## src/rtl/dense_layer_mac_if.sv

```systemverilog
`default_nettype none
// ============================================================================
// Module   : dense_layer_mac_if
// Purpose  : Bundles the Avalon-MM master bus of the dense layer engine with
//            its ready/done layer handshake and debug display word.
// Ports    : waitrequest, readdatavalid, readdata  slave -> engine
//            chipselect, byteenable, read_n, write_n,
//            address, writedata                    engine -> slave
//            ready                                 controller -> engine
//            done, toHexLed                        engine -> controller
// Revision : 1.0  initial release
// ============================================================================
interface dense_layer_mac_if #(
  parameter int DATA_W = 16
);
  logic              waitrequest;
  logic              readdatavalid;
  logic [DATA_W-1:0] readdata;
  logic              chipselect;
  logic [1:0]        byteenable;
  logic              read_n;
  logic              write_n;
  logic [31:0]       address;
  logic [DATA_W-1:0] writedata;
  logic              ready;
  logic              done;
  logic [31:0]       toHexLed;

  modport master (
    input  waitrequest, readdatavalid, readdata, ready,
    output chipselect, byteenable, read_n, write_n, address, writedata,
           done, toHexLed
  );

  modport slave (
    output waitrequest, readdatavalid, readdata, ready,
    input  chipselect, byteenable, read_n, write_n, address, writedata,
           done, toHexLed
  );
endinterface
`default_nettype wire

```

## src/rtl/dense_layer_mac.sv

```systemverilog
`default_nettype none
// ============================================================================
// Module   : dense_layer_mac
// Purpose  : Fully-connected layer engine. Reads x[i] and w[j][i] one element
//            at a time over Avalon-MM, accumulates N_IN signed products per
//            neuron, rescales by FRAC (floor), saturates to DATA_W and writes
//            y[j]. Started by a level 'ready', completion flagged by 'done'.
// Ports    : clk      system clock (rising edge)
//            reset_n  asynchronous active-low reset
//            bus      dense_layer_mac_if.master (Avalon bus + ready/done/hex)
// Options  : RELU_EN  when defined, negative saturated results are written as 0
// Revision : 1.0  initial release
// ============================================================================
module dense_layer_mac #(
  parameter int          DATA_W   = 16,
  parameter int          N_IN     = 784,
  parameter int          N_OUT    = 200,
  parameter int          FRAC     = 8,
  parameter logic [31:0] IN_BASE  = 32'd400_000,
  parameter logic [31:0] W_BASE   = 32'd800,
  parameter logic [31:0] OUT_BASE = 32'd650_000
) (
  input  wire logic          clk,
  input  wire logic          reset_n,
  dense_layer_mac_if.master  bus
);

  localparam int IW    = (N_IN  > 1) ? $clog2(N_IN)  : 1;
  localparam int JW    = (N_OUT > 1) ? $clog2(N_OUT) : 1;
  localparam int ACC_W = 2*DATA_W + $clog2(N_IN);

  // Saturation bounds expressed at accumulator width so the compare is signed.
  localparam logic signed [ACC_W-1:0] SAT_MAX =
    {{(ACC_W-DATA_W+1){1'b0}}, {(DATA_W-1){1'b1}}};
  localparam logic signed [ACC_W-1:0] SAT_MIN =
    {{(ACC_W-DATA_W+1){1'b1}}, {(DATA_W-1){1'b0}}};

  typedef enum logic [2:0] {
    S_IDLE   = 3'd0,
    S_RD_X   = 3'd1,
    S_WAIT_X = 3'd2,
    S_RD_W   = 3'd3,
    S_WAIT_W = 3'd4,
    S_MAC    = 3'd5,
    S_WR     = 3'd6,
    S_DONE   = 3'd7
  } state_t;

  state_t                    state_q, state_d;
  logic [IW-1:0]             i_q, i_d;
  logic [JW-1:0]             j_q, j_d;
  logic signed [ACC_W-1:0]   acc_q, acc_d;
  logic signed [DATA_W-1:0]  x_q, x_d;
  logic signed [DATA_W-1:0]  w_q, w_d;
  logic [7:0]                lastrd_q, lastrd_d;
  logic                      read_n_q, read_n_d;
  logic                      write_n_q, write_n_d;
  logic [31:0]               address_q, address_d;
  logic [DATA_W-1:0]         writedata_q, writedata_d;
  logic                      done_q, done_d;
  logic signed [2*DATA_W-1:0] prod;

  assign prod = x_q * w_q;

  // Floor shift, clamp to DATA_W, optional rectification.
  function automatic logic [DATA_W-1:0] scale_out(input logic signed [ACC_W-1:0] a);
    logic signed [ACC_W-1:0] sh;
    logic [DATA_W-1:0]       r;
    sh = a >>> FRAC;
    if (sh > SAT_MAX)      r = SAT_MAX[DATA_W-1:0];
    else if (sh < SAT_MIN) r = SAT_MIN[DATA_W-1:0];
    else                   r = sh[DATA_W-1:0];
`ifdef RELU_EN
    if (r[DATA_W-1]) r = '0;
`endif
    return r;
  endfunction

  always_comb begin
    state_d     = state_q;
    i_d         = i_q;
    j_d         = j_q;
    acc_d       = acc_q;
    x_d         = x_q;
    w_d         = w_q;
    lastrd_d    = lastrd_q;
    writedata_d = writedata_q;
    address_d   = address_q;

    case (state_q)
      S_IDLE: begin
        i_d   = '0;
        j_d   = '0;
        acc_d = '0;
        if (bus.ready) state_d = S_RD_X;
      end
      S_RD_X:   if (!bus.waitrequest) state_d = S_WAIT_X;
      S_WAIT_X: if (bus.readdatavalid) begin
        x_d      = bus.readdata;
        lastrd_d = bus.readdata[7:0];
        state_d  = S_RD_W;
      end
      S_RD_W:   if (!bus.waitrequest) state_d = S_WAIT_W;
      S_WAIT_W: if (bus.readdatavalid) begin
        w_d      = bus.readdata;
        lastrd_d = bus.readdata[7:0];
        state_d  = S_MAC;
      end
      S_MAC: begin
        acc_d = acc_q + ACC_W'(prod);
        if (i_q != IW'(N_IN-1)) begin
          i_d     = i_q + 1'b1;
          state_d = S_RD_X;
        end else begin
          // WR is only ever entered from here, so the result is latched once.
          writedata_d = scale_out(acc_d);
          state_d     = S_WR;
        end
      end
      S_WR: if (!bus.waitrequest) begin
        acc_d = '0;
        i_d   = '0;
        if (j_q != JW'(N_OUT-1)) begin
          j_d     = j_q + 1'b1;
          state_d = S_RD_X;
        end else begin
          state_d = S_DONE;
        end
      end
      S_DONE:  if (!bus.ready) state_d = S_IDLE;
      default: state_d = S_IDLE;
    endcase

    // Strobes/address are registered from the next state so they are valid
    // in the very first cycle of RD_*/WR and drop right after acceptance.
    read_n_d  = !((state_d == S_RD_X) || (state_d == S_RD_W));
    write_n_d = (state_d != S_WR);
    done_d    = (state_d == S_DONE);
    case (state_d)
      S_RD_X:  address_d = IN_BASE + (32'(i_d) << 1);
      S_RD_W:  address_d = W_BASE + ((32'(j_d) * 32'(N_IN) + 32'(i_d)) << 1);
      S_WR:    address_d = OUT_BASE + (32'(j_d) << 1);
      default: address_d = address_q;
    endcase
  end

  always_ff @(posedge clk or negedge reset_n) begin
    if (!reset_n) begin
      state_q     <= S_IDLE;
      i_q         <= '0;
      j_q         <= '0;
      acc_q       <= '0;
      x_q         <= '0;
      w_q         <= '0;
      lastrd_q    <= '0;
      read_n_q    <= 1'b1;
      write_n_q   <= 1'b1;
      address_q   <= '0;
      writedata_q <= '0;
      done_q      <= 1'b0;
    end else begin
      state_q     <= state_d;
      i_q         <= i_d;
      j_q         <= j_d;
      acc_q       <= acc_d;
      x_q         <= x_d;
      w_q         <= w_d;
      lastrd_q    <= lastrd_d;
      read_n_q    <= read_n_d;
      write_n_q   <= write_n_d;
      address_q   <= address_d;
      writedata_q <= writedata_d;
      done_q      <= done_d;
    end
  end

  assign bus.chipselect = 1'b1;
  assign bus.byteenable = 2'b11;
  assign bus.read_n     = read_n_q;
  assign bus.write_n    = write_n_q;
  assign bus.address    = address_q;
  assign bus.writedata  = writedata_q;
  assign bus.done       = done_q;
  assign bus.toHexLed   = {16'(j_q), lastrd_q, 8'(state_q)};

endmodule
`default_nettype wire

```

## src/flat_wrapper.sv

```systemverilog
// flat-port wrapper written by rule: the top's interface ports become plain ports
module dense_layer_mac_flat 
#(
  parameter int          DATA_W   = 16,
  parameter int          N_IN     = 784,
  parameter int          N_OUT    = 200,
  parameter int          FRAC     = 8,
  parameter logic [31:0] IN_BASE  = 32'd400_000,
  parameter logic [31:0] W_BASE   = 32'd800,
  parameter logic [31:0] OUT_BASE = 32'd650_000
)
  (clk, reset_n, bus_waitrequest, bus_readdatavalid, bus_readdata, bus_ready, bus_chipselect, bus_byteenable, bus_read_n, bus_write_n, bus_address, bus_writedata, bus_done, bus_toHexLed);
  dense_layer_mac_if #(.DATA_W(DATA_W)) bus_i ();
  input  wire logic clk;
  input  wire logic reset_n;
  input wire logic [$bits(bus_i.waitrequest)-1:0] bus_waitrequest;
  input wire logic [$bits(bus_i.readdatavalid)-1:0] bus_readdatavalid;
  input wire logic [$bits(bus_i.readdata)-1:0] bus_readdata;
  input wire logic [$bits(bus_i.ready)-1:0] bus_ready;
  output wire logic [$bits(bus_i.chipselect)-1:0] bus_chipselect;
  output wire logic [$bits(bus_i.byteenable)-1:0] bus_byteenable;
  output wire logic [$bits(bus_i.read_n)-1:0] bus_read_n;
  output wire logic [$bits(bus_i.write_n)-1:0] bus_write_n;
  output wire logic [$bits(bus_i.address)-1:0] bus_address;
  output wire logic [$bits(bus_i.writedata)-1:0] bus_writedata;
  output wire logic [$bits(bus_i.done)-1:0] bus_done;
  output wire logic [$bits(bus_i.toHexLed)-1:0] bus_toHexLed;
  assign bus_i.waitrequest = bus_waitrequest;
  assign bus_i.readdatavalid = bus_readdatavalid;
  assign bus_i.readdata = bus_readdata;
  assign bus_i.ready = bus_ready;
  assign bus_chipselect = bus_i.chipselect;
  assign bus_byteenable = bus_i.byteenable;
  assign bus_read_n = bus_i.read_n;
  assign bus_write_n = bus_i.write_n;
  assign bus_address = bus_i.address;
  assign bus_writedata = bus_i.writedata;
  assign bus_done = bus_i.done;
  assign bus_toHexLed = bus_i.toHexLed;
  dense_layer_mac #(.DATA_W(DATA_W), .N_IN(N_IN), .N_OUT(N_OUT), .FRAC(FRAC), .IN_BASE(IN_BASE), .W_BASE(W_BASE), .OUT_BASE(OUT_BASE)) u_core (.clk(clk), .reset_n(reset_n), .bus(bus_i));
endmodule
```

## config.mk

```make
export PLATFORM = sky130hd
export DESIGN_NAME = dense_layer_mac_flat
export DESIGN_NICKNAME = d
export VERILOG_FILES = /design/src/rtl/dense_layer_mac_if.sv /design/src/rtl/dense_layer_mac.sv /design/src/flat_wrapper.sv
export SDC_FILE = /design/constraint.sdc
export NUM_CORES = 1
export LEC_CHECK = 0
export CAP_MARGIN = 10
export CORE_MARGIN = 2
export CORE_UTILIZATION = 55
export DETAILED_ROUTE_END_ITERATION = 12
export PLACE_DENSITY = 0.74
export SLEW_MARGIN = 30
export SYNTH_ARGS = -nofsm -noshare
export SYNTH_HDL_FRONTEND = slang
export SYNTH_SLANG_ARGS = --single-unit
```

## constraint.sdc

```tcl
create_clock -name clk -period 23.4 [get_ports clk]
set_clock_uncertainty 0.1 [all_clocks]
set_input_delay 3.51 -clock clk [delete_from_list [all_inputs] [get_ports clk]]
set_output_delay 3.51 -clock clk [all_outputs]
set_load 0.1 [all_outputs]
```

Yosys cells after proc, flatten, opt, wreduce, memory -nomap -nowiden
Cells that the tools add are included.

Register bits: 154. ROM bits: 0. Memories: 0. RAM bits: 0. Word-level logic and storage cells: 71. Latch bits: 0. Output and inout bits: 86.

Equal/unequal tests: 15. Shifts and indexed selects: 0. Divide/modulo/power cells: 0. Magnitude comparators: 2. Add/subtract/negate cells: 7. Multiplexer cells: 21. Reduce and logical (&&, ||, !) cells: 11. $mul: 2. Bitwise operators: 1.

Operators by type and width (count): 42-bit one-hot mux with 3 select lines (1); 32-bit one-hot mux with 3 select lines (1); 42-bit by 32-bit adder with 42-bit output (1); 42-bit 2-to-1 mux (1); 34-bit by 16-bit > comparator with 1-bit output (second input constant) (1); 34-bit by 16-bit < comparator with 1-bit output (second input constant) (1); 10-bit by 32-bit adder with 32-bit output (first input constant) (1); 16-bit by 16-bit multiplier with 32-bit output (1); 16-bit 2-to-1 mux (2); 10-bit one-hot mux with 3 select lines (1); 3-bit 2-to-1 mux (9); 3-bit one-hot mux with 8 select lines (1); 20-bit by 9-bit adder with 21-bit output (first input constant) (1); 19-bit by 11-bit adder with 20-bit output (first input constant) (1); 10-bit 2-to-1 mux (2); 18-bit by 10-bit adder with 19-bit output (1); 3-bit equality test (second input constant) (6); 8-bit 2-to-1 mux (2); 8-bit one-hot mux with 2 select lines (1); 8-bit by 6-bit multiplier with 14-bit output (second input constant) (1); 10-bit by 1-bit adder with 10-bit output (second input constant) (1); 10-bit inequality test (second input constant) (1); 2-bit AND reduction (5); 3-bit by 2-bit equality test with 1-bit output (second input constant) (3); 11 further kinds (13).

Longest topological paths before layout
Gate-level depths: netlist of run 1.

Depth in word-level cells: 8. Gate-level depth with buffers: 29. Gate-level depth less buffers: 24.

Least setup slack after synthesis of run 1
OpenSTA, ideal clock, no wires.

Kind: input-to-reg. From: input bus_waitrequest. To: register u_core.address_q[17], in the netlist u_core.bus.address[17]. Data required time: 23.213 ns. Arrival time: 7.604 ns. Cell stages on the path: 18. Path slack: 15.609 ns. Cells stage by stage: inv_1 nand4_1 nor2_1 nand4_1 o21a_1 o22ai_1 inv_1 fa_1 inv_1 ha_1 inv_1 fa_1 inv_1 or4_1 a311oi_1 nand4_1 xor2_1 a22oi_1.

Word-level cells in the longest chain between the ends: 6. Elaborated cells between the ends (all ways): 18. Those cells by class: add/sub (4); mul (1); eq/ne (3); mux (9); reduce/logical (1).

RTL lines: start: declaration (line flat_wrapper.sv:16) `input wire logic [$bits(bus_i.waitrequest)-1:0] bus_waitrequest;`; 8-bit 2-to-1 mux * (line dense_layer_mac.sv:120) `S_WR: if (!bus.waitrequest) begin`; 8-bit one-hot mux with 2 select lines * (line dense_layer_mac.sv:90) `case (state_q)`; named net u_core.j_d[7] (line dense_layer_mac.sv:51) `logic [JW-1:0] j_q, j_d;`; 8-bit by 6-bit multiplier with 14-bit output (line dense_layer_mac.sv:141) `S_RD_W: address_d = W_BASE + ((32'(j_d) * 32'(N_IN) + 32'(i_d)) << 1);`; 18-bit by 10-bit adder with 19-bit output (line dense_layer_mac.sv:141); 10-bit by 32-bit adder with 32-bit output (line dense_layer_mac.sv:141); 32-bit one-hot mux with 3 select lines * (line dense_layer_mac.sv:139) `case (state_d)`; end signal: assignment (line dense_layer_mac.sv:171) `address_q <= address_d;`; end: declaration (line dense_layer_mac.sv:58) `logic [31:0] address_q, address_d;`.

Mark *: on every way through the listed nets, which the timed path passes. The rest lies on a longest branch. A chain may end at the register's enable or synchronous reset.

Worst setup path after layout of run 1
From: register u_core.w_q[1]. To: register u_core.writedata_q[14], in the netlist u_core.bus.writedata[14].

Word-level cells in the longest chain between the ends: 5. Elaborated cells between the ends (all ways): 6. Those cells by class: add/sub (1); mul (1); order compare (2); mux (2).

RTL lines: start: declaration (line dense_layer_mac.sv:54) `logic signed [DATA_W-1:0] w_q, w_d;`; start signal: assignment (line dense_layer_mac.sv:167) `w_q <= w_d;`; 16-bit by 16-bit multiplier with 32-bit output * (line dense_layer_mac.sv:63) `assign prod = x_q * w_q;`; 42-bit by 32-bit adder with 42-bit output * (line dense_layer_mac.sv:110) `acc_d = acc_q + ACC_W'(prod);`; 34-bit by 16-bit < comparator with 1-bit output (line dense_layer_mac.sv:71) `else if (sh < SAT_MIN) r = SAT_MIN[DATA_W-1:0];`; 16-bit 2-to-1 mux (line dense_layer_mac.sv:71); 16-bit 2-to-1 mux * (line dense_layer_mac.sv:70) `if (sh > SAT_MAX) r = SAT_MAX[DATA_W-1:0];`; end signal: assignment (line dense_layer_mac.sv:172) `writedata_q <= writedata_d;`; end: declaration (line dense_layer_mac.sv:59) `logic [DATA_W-1:0] writedata_q, writedata_d;`.

Mark *: on every way between the ends. The rest lies on a longest branch, timed or not.

==> results of run 1 <==
==> cells by family (layout without fill, tap and decap cells) <==
logic type,Yosys count,after routing,share of synthesized area (%)
adders and majority gates,500,500,41.96
DFF,142,142,16.91
buffers and inverters,531,525,10.09
other,2,28,0.03572
and+or+nand+nor,650,650,14.96
muxes,43,43,2.285
xor gates and xnor gates,69,69,2.874
AOI/OAI and AO/OA,346,346,10.88
==> final cells by class <==
class / instances / area share [%]
clock buffers: 20 / 1.975
flip-flops and latches: 142 / 15.73
inverters: 404 / 6.706
multi-input cells: 1636 / 68.53
repair buffers: 89 / 3.840
well taps: 511 / 2.827
clock inverters: 12 / 0.3929
==> Yosys cell counts (all sizes together), types with 10 or more instances <==
cell type / number / share of area (%)
or3: 10 / 0.30
mux2: 40 / 2.1
nor3: 41 / 0.98
inv: 403 / 7.2
a221oi: 11 / 0.46
a31oi: 20 / 0.60
and3: 30 / 0.89
xor2: 24 / 1.0
and2: 127 / 3.8
fa: 342 / 33
a41o: 15 / 0.74
xnor2: 45 / 1.9
o22ai: 10 / 0.30
nand2: 262 / 4.7
o21ai: 86 / 2.0
nand3: 26 / 0.62
clkbuf: 88 / 1.6
a21o: 22 / 0.79
a22o: 14 / 0.58
dfrtp: 140 / 17
ha: 158 / 9.4
buf: 39 / 1.3
nand4: 16 / 0.48
a21oi: 88 / 2.1
nor2: 99 / 1.8
==> sequential cells by signal (all words and copies together) (netlist names) <==
name / count
u_core.bus.address: 20
u_core.bus.read_n: 1
u_core.x_q: 16
u_core.w_q: 16
u_core.state_q: 3
u_core.bus.writedata: 16
u_core.j_q: 8
u_core.lastrd_q: 8
u_core.bus.done: 1
u_core.bus.write_n: 1
u_core.acc_q: 42
u_core.i_q: 10
==> routing by layer <==
| layer | vias to the layer above | GRT usage (%) | part of all wire, % |
|---|---|---|---|
| met5 | - | 0 | 0 |
| met4 | 0 | 7.353 | 2.3 |
| met3 | 99 | 4.523 | 6.0 |
| met2 | 540 | 45.29 | 48 |
| met1 | 8163 | 39.16 | 44 |
| li1 | 7273 | - | - |
==> path summary, 6_finish.rpt <==
check                                 start                       end  depth (start not counted)
max                           u_core.w_q[1]  u_core.bus.writedata[14]                         23
min in group asynchronous           reset_n        u_core.lastrd_q[6]                          1
max in group asynchronous           reset_n   u_core.bus.writedata[8]                          2
min                        u_core.acc_q[15]          u_core.acc_q[15]                          2
min reg2reg                u_core.acc_q[15]          u_core.acc_q[15]                          2
max reg2reg                   u_core.w_q[1]  u_core.bus.writedata[14]                         23
==> worst register-to-register path: stages, from the launching register on <==
cell      delay, ps
dfrtp_1         720
nand2_1         250
inv_1           120
fa_4            670
fa_1            930
inv_1           140
fa_1            600
inv_1           150
fa_1            620
inv_1           260
fa_1            620
inv_1            60
fa_1            500
ha_1            470
nand2_1         140
o211ai_1        150
nand2_1         170
o21ai_0         110
nor3_1          440
or3_1           220
and3_1          580
and2_1          590
a41o_1          270
nand2_1          60
==> metrics by stage <==
| step | setup slack, ps | instances | utilization (%) | hold slack (ps) | instance area (um2) |
|---|---|---|---|---|---|
| final | 14340 | 2814 | 60.04 | 386.4 | 22610 |
| after global placement | 14620 | 2782 | 58.55 | 361.2 | 22050 |
| after floorplan | 15610 | 2309 | - | 349.8 | 21120 |
| after CTS | 14560 | 2814 | 60.00 | 392.6 | 22600 |
| after detailed placement | 14380 | 2782 | 58.57 | 376.7 | 22060 |
| after global routing | 13920 | 2814 | 60.04 | 424.0 | 22610 |
==> impl_metrics.yaml, run 1 <==
drt:
  via_count: 16080
  wl_per_cell_um: 18.41
  dr.pass1.iters: 5
  viasPerCell: 5.713
  antenna_left: 0
  postRouteWirelength_um: 51820
  drc: 0
  drt-initial-drc-count: 1068
final_layout:
  fillCellCount: 3231
  drive_above_1_share_pct: 4.950
  final_cell_mix: "402 x inv_1, 341 x fa_1, 262 x nand2_1"
  layout_commonest_cell: "inv_1"
  area_growth_pct: 7.545
  register_area_um2: 3556
  diodes: 0
  multi_input_area_um2: 15500
  nets: 2811
synthesis:
  syn_inst: 2283
  syn_area_um2: 21030
  ys_seq_area_share_pct: 16.91
  ys_async_sr_fraction_pct: 100.0
  ys_types: 82
  ys.flop_type: "dfrtp_1"
  synth-edff-count: 0
  ys_ff_latch: 142
  syn_avg_cell_area_um2: 9.210
  yosysWarnings: 0
worst_setup_path:
  cp_slowest_cell: "fa_1"
  cp.required_ps: 23630
  critical_path.max_fanout: 17
  path_delay_family: "adder cells"
  worstSetupPathType: "reg2reg"
  end_kind: "flip-flop"
  cpPeakStageDelay_ps: 930
  arrival_ps: 9290
  ff2ff_setup_slack_ps: 14340
  path_cells: "nand2_1, inv_1, fa_4, fa_1, inv_1, fa_1, inv_1, fa_1, inv_1, fa_1, inv_1, fa_1, ha_1, nand2_1, o211ai_1, nand2_1, o21ai_0, nor3_1, or3_1, and3_1, and2_1, a41o_1, nand2_1"
  critPathBufInv: 5
  startpoint_type: "flip-flop"
global_route:
  grt_overflow_total: 0
  antenna_found_initial: 0
  grt.total_usage_pct: 27.93
  grt_pass1_wl_um: 87480
  grt_max_degree: 75
  grt_pass1_vias: 16960
clock_tree:
  htreeDepth: 4
  cts_hold_buf: 0
  clockBufferDepth: 2
  cts_inserted_buffers: 17
  cts_resized: 0
  clk_pin_slew_ps: 70
  cts.sinks: 142
  post_cts_buffers: 0
  insertion_delay_ps: 460
  cts_root_buf: "clkbuf_16"
  cts_tree: "done"
floorplan:
  num_io_pins: 107
  core_um2: 37670
  rows: 71
  die_area_um2: 39810
  die_width_um: 199.5
  initial_core_util_pct: 55.82
  fp.dieH_um: 199.5
placement:
  gp_congestion: 0.9265
  io_buffers: 78
  hpwl_um: 41170
sta:
  finalHoldViolations: 0
  slew_headroom_pct: 26.55
  worst_slew_pin_slew_ps: 1098
  slew_viol_final: 0
  fmax_ghz: 0.1104
  setup_tns_ps: 0
  finalCriticalPeriod_ps: 9059
  finalSetupViolations: 0
  min_period_over_period_pct: 38.71
  rsz0062_at_grt: "no"
min_path:
  hp-class: "reg2reg"
flow_run:
  cap_violations: 0
outcome:
  outcome: "finished, final reports clean"
Power of run 1 is left out: the tool's default activity adds up to more than one toggle a clock period on the data nets, which glitch-free logic cannot reach.
==> run 2: changes to the inputs <==
PLACE_DENSITY = 0.77   (was 0.74)
clock period = 7.35 ns   (was 23.4 ns; I/O delays follow)
==> run 2 against run 1 <==
Against the previous run: hold slack got worse by 4.0 ps; utilization increased by 5.1 points; global-route usage is 1.2 points higher; count of clock-buffer cells in the layout fell by 2; first-iteration DRC count up 21%; die area unchanged; sequential share of layout area decreased by 1.1 points; final cell count up 5.7%; worst setup slack got worse by 14000 ps; fmax grew 25%.
==> impl_metrics.yaml, run 2 (synthesis results as in run 1) <==
worst_setup_path:
  critPathBufInv: 8
  critPathLaunch: "u_core.x_q[15]"
  critical_path.max_fanout: 7
  cp_slowest_cell: "fa_2"
  ff2ff_path_depth: 26
  worstSetupPathType: "reg2reg"
  startpoint_type: "flip-flop"
  path_delay_family: "adder cells"
  cp_common_cell: "fa_1"
  end_kind: "flip-flop"
  cp-endpoint: "u_core.bus.writedata[10]"
  ff2ff_setup_slack_ps: 100
  r2r_start: "u_core.x_q[15]"
  arrival_ps: 7470
  cp.depth: 26
  cpPeakStageDelay_ps: 610
  cp.required_ps: 7570
  r2r-end: "u_core.bus.writedata[10]"
floorplan:
  initial_core_util_pct: 55.82
  core_um2: 37670
  rows: 71
  die_width_um: 199.5
  fp.dieH_um: 199.5
  num_io_pins: 107
  die_area_um2: 39810
placement:
  hpwl_um: 43010
  io_buffers: 78
  dpl-instance-area_um2: 23140
  gp_congestion: 0.9080
  dp.cells: 2908
global_route:
  grt_overflow_total: 0
  grt.total_usage_pct: 29.14
  grt_max_degree: 74
  grt_pass1_wl_um: 91400
  grt_pass1_vias: 17660
  antenna_found_initial: 0
clock_tree:
  clk_pin_slew_ps: 70
  clockBufferDepth: 2
  insertion_delay_ps: 450
  cts_hold_buf: 0
  htreeDepth: 4
  cts.sinks: 142
  cts_inserted_buffers: 17
  cts_tree: "done"
  cts_root_buf: "clkbuf_16"
final_layout:
  final_cell_count_no_fill: 2975
  multi_input_area_um2: 15900
  layout_commonest_cell: "inv_1"
  largest_reg_flops: 42
  design_area_um2: 24530
  regMostFlops: "u_core.acc_q"
  final_cell_mix: "387 x inv_1, 331 x fa_1, 256 x nand2_1"
  area_growth_pct: 16.64
  drive_above_1_share_pct: 15.67
  fillCellCount: 3035
  diodes: 0
  register_area_um2: 3581
  nets: 2972
drt:
  drt-initial-drc-count: 1293
  postRouteWirelength_um: 55480
  drc: 0
  via_count: 16890
  antenna_left: 0
  wl_per_cell_um: 18.65
  dr.pass1.iters: 5
  viasPerCell: 5.678
sta:
  slew_headroom_pct: 33.12
  slew_viol_final: 0
  fmax_ghz: 0.1379
  finalHoldViolations: 0
  worst_slew_pin_slew_ps: 1000
  setup_tns_ps: 0
  finalCriticalPeriod_ps: 7250
  min_period_over_period_pct: 98.64
  whs_ps: 382.4
  finalSetupViolations: 0
min_path:
  hp-class: "reg2reg"
outcome:
  outcome: "finished, final reports clean"
flow_run:
  cap_violations: 0
[run 2: cell types whose count changed in the layout (fill, tap and decap cells not counted), sizes merged]
cell | previous run | this run
mux2 | 40 | 42
buf | 12 | 169
inv | 406 | 407
clkinv | 3 | 8
clkinvlp | 7 | 1
bufinv | 0 | 2
[run 2: what timing repair did]
action                                  4_1_cts  5_1_grt
endpoints found under the setup margin       15       15
buffers inserted                              0       32
gates cloned                                  0        3
gates resized for setup                      13      133
pin swaps                                     0       63
[run 2: how the worst min path moves through the flow]
stage / start / to / slack, ps / cells past startpoint
after global routing: u_core.acc_q[15] / u_core.acc_q[15] / 400 / 2
final: u_core.acc_q[15] / u_core.acc_q[15] / 380 / 2
after CTS: u_core.acc_q[15] / u_core.acc_q[15] / 390 / 2
after floorplan: u_core.acc_q[15] / u_core.acc_q[15] / 350 / 2
after detailed placement: u_core.bus.address[20] / u_core.bus.address[20] / 370 / 1
after global placement: u_core.acc_q[15] / u_core.acc_q[15] / 370 / 2
[run 2: layout make-up]
class                   count  share of cell area (%)
clock buffers              18                   1.791
repair buffers            248                   9.326
well taps                 511                   2.607
multi-input cells        1638                   64.84
flip-flops and latches    142                   14.60
inverters                 404                   6.203
clock inverters            14                  0.6377
[run 2: layer usage]
metal	vias to the layer above	share of wire, %	track usage, %
met4	0	2.3	7.023
met5	-	0	0
li1	7619	-	-
met1	8477	42	41.25
met3	115	6.5	4.000
met2	682	49	47.70
[run 2: worst min-delay path, cell delays in order, from the launching register on]
cell     delay (ps)
dfrtp_1         350
nand2_1          50
o21ai_0          60
[run 2: through the flow]
| step | util (%) | setup WS [ps] |
|---|---|---|
| 2_1_floorplan | - | 24.01 |
| 3_3_place_gp | 61.44 | 7.577 |
| 3_5_place_dp | 61.44 | -69.14 |
| 4_1_cts | 63.09 | 11.92 |
| 5_1_grt | 65.11 | -124.6 |
| 6_report | 65.11 | 100.1 |
Power of run 2 is left out for the same reason.
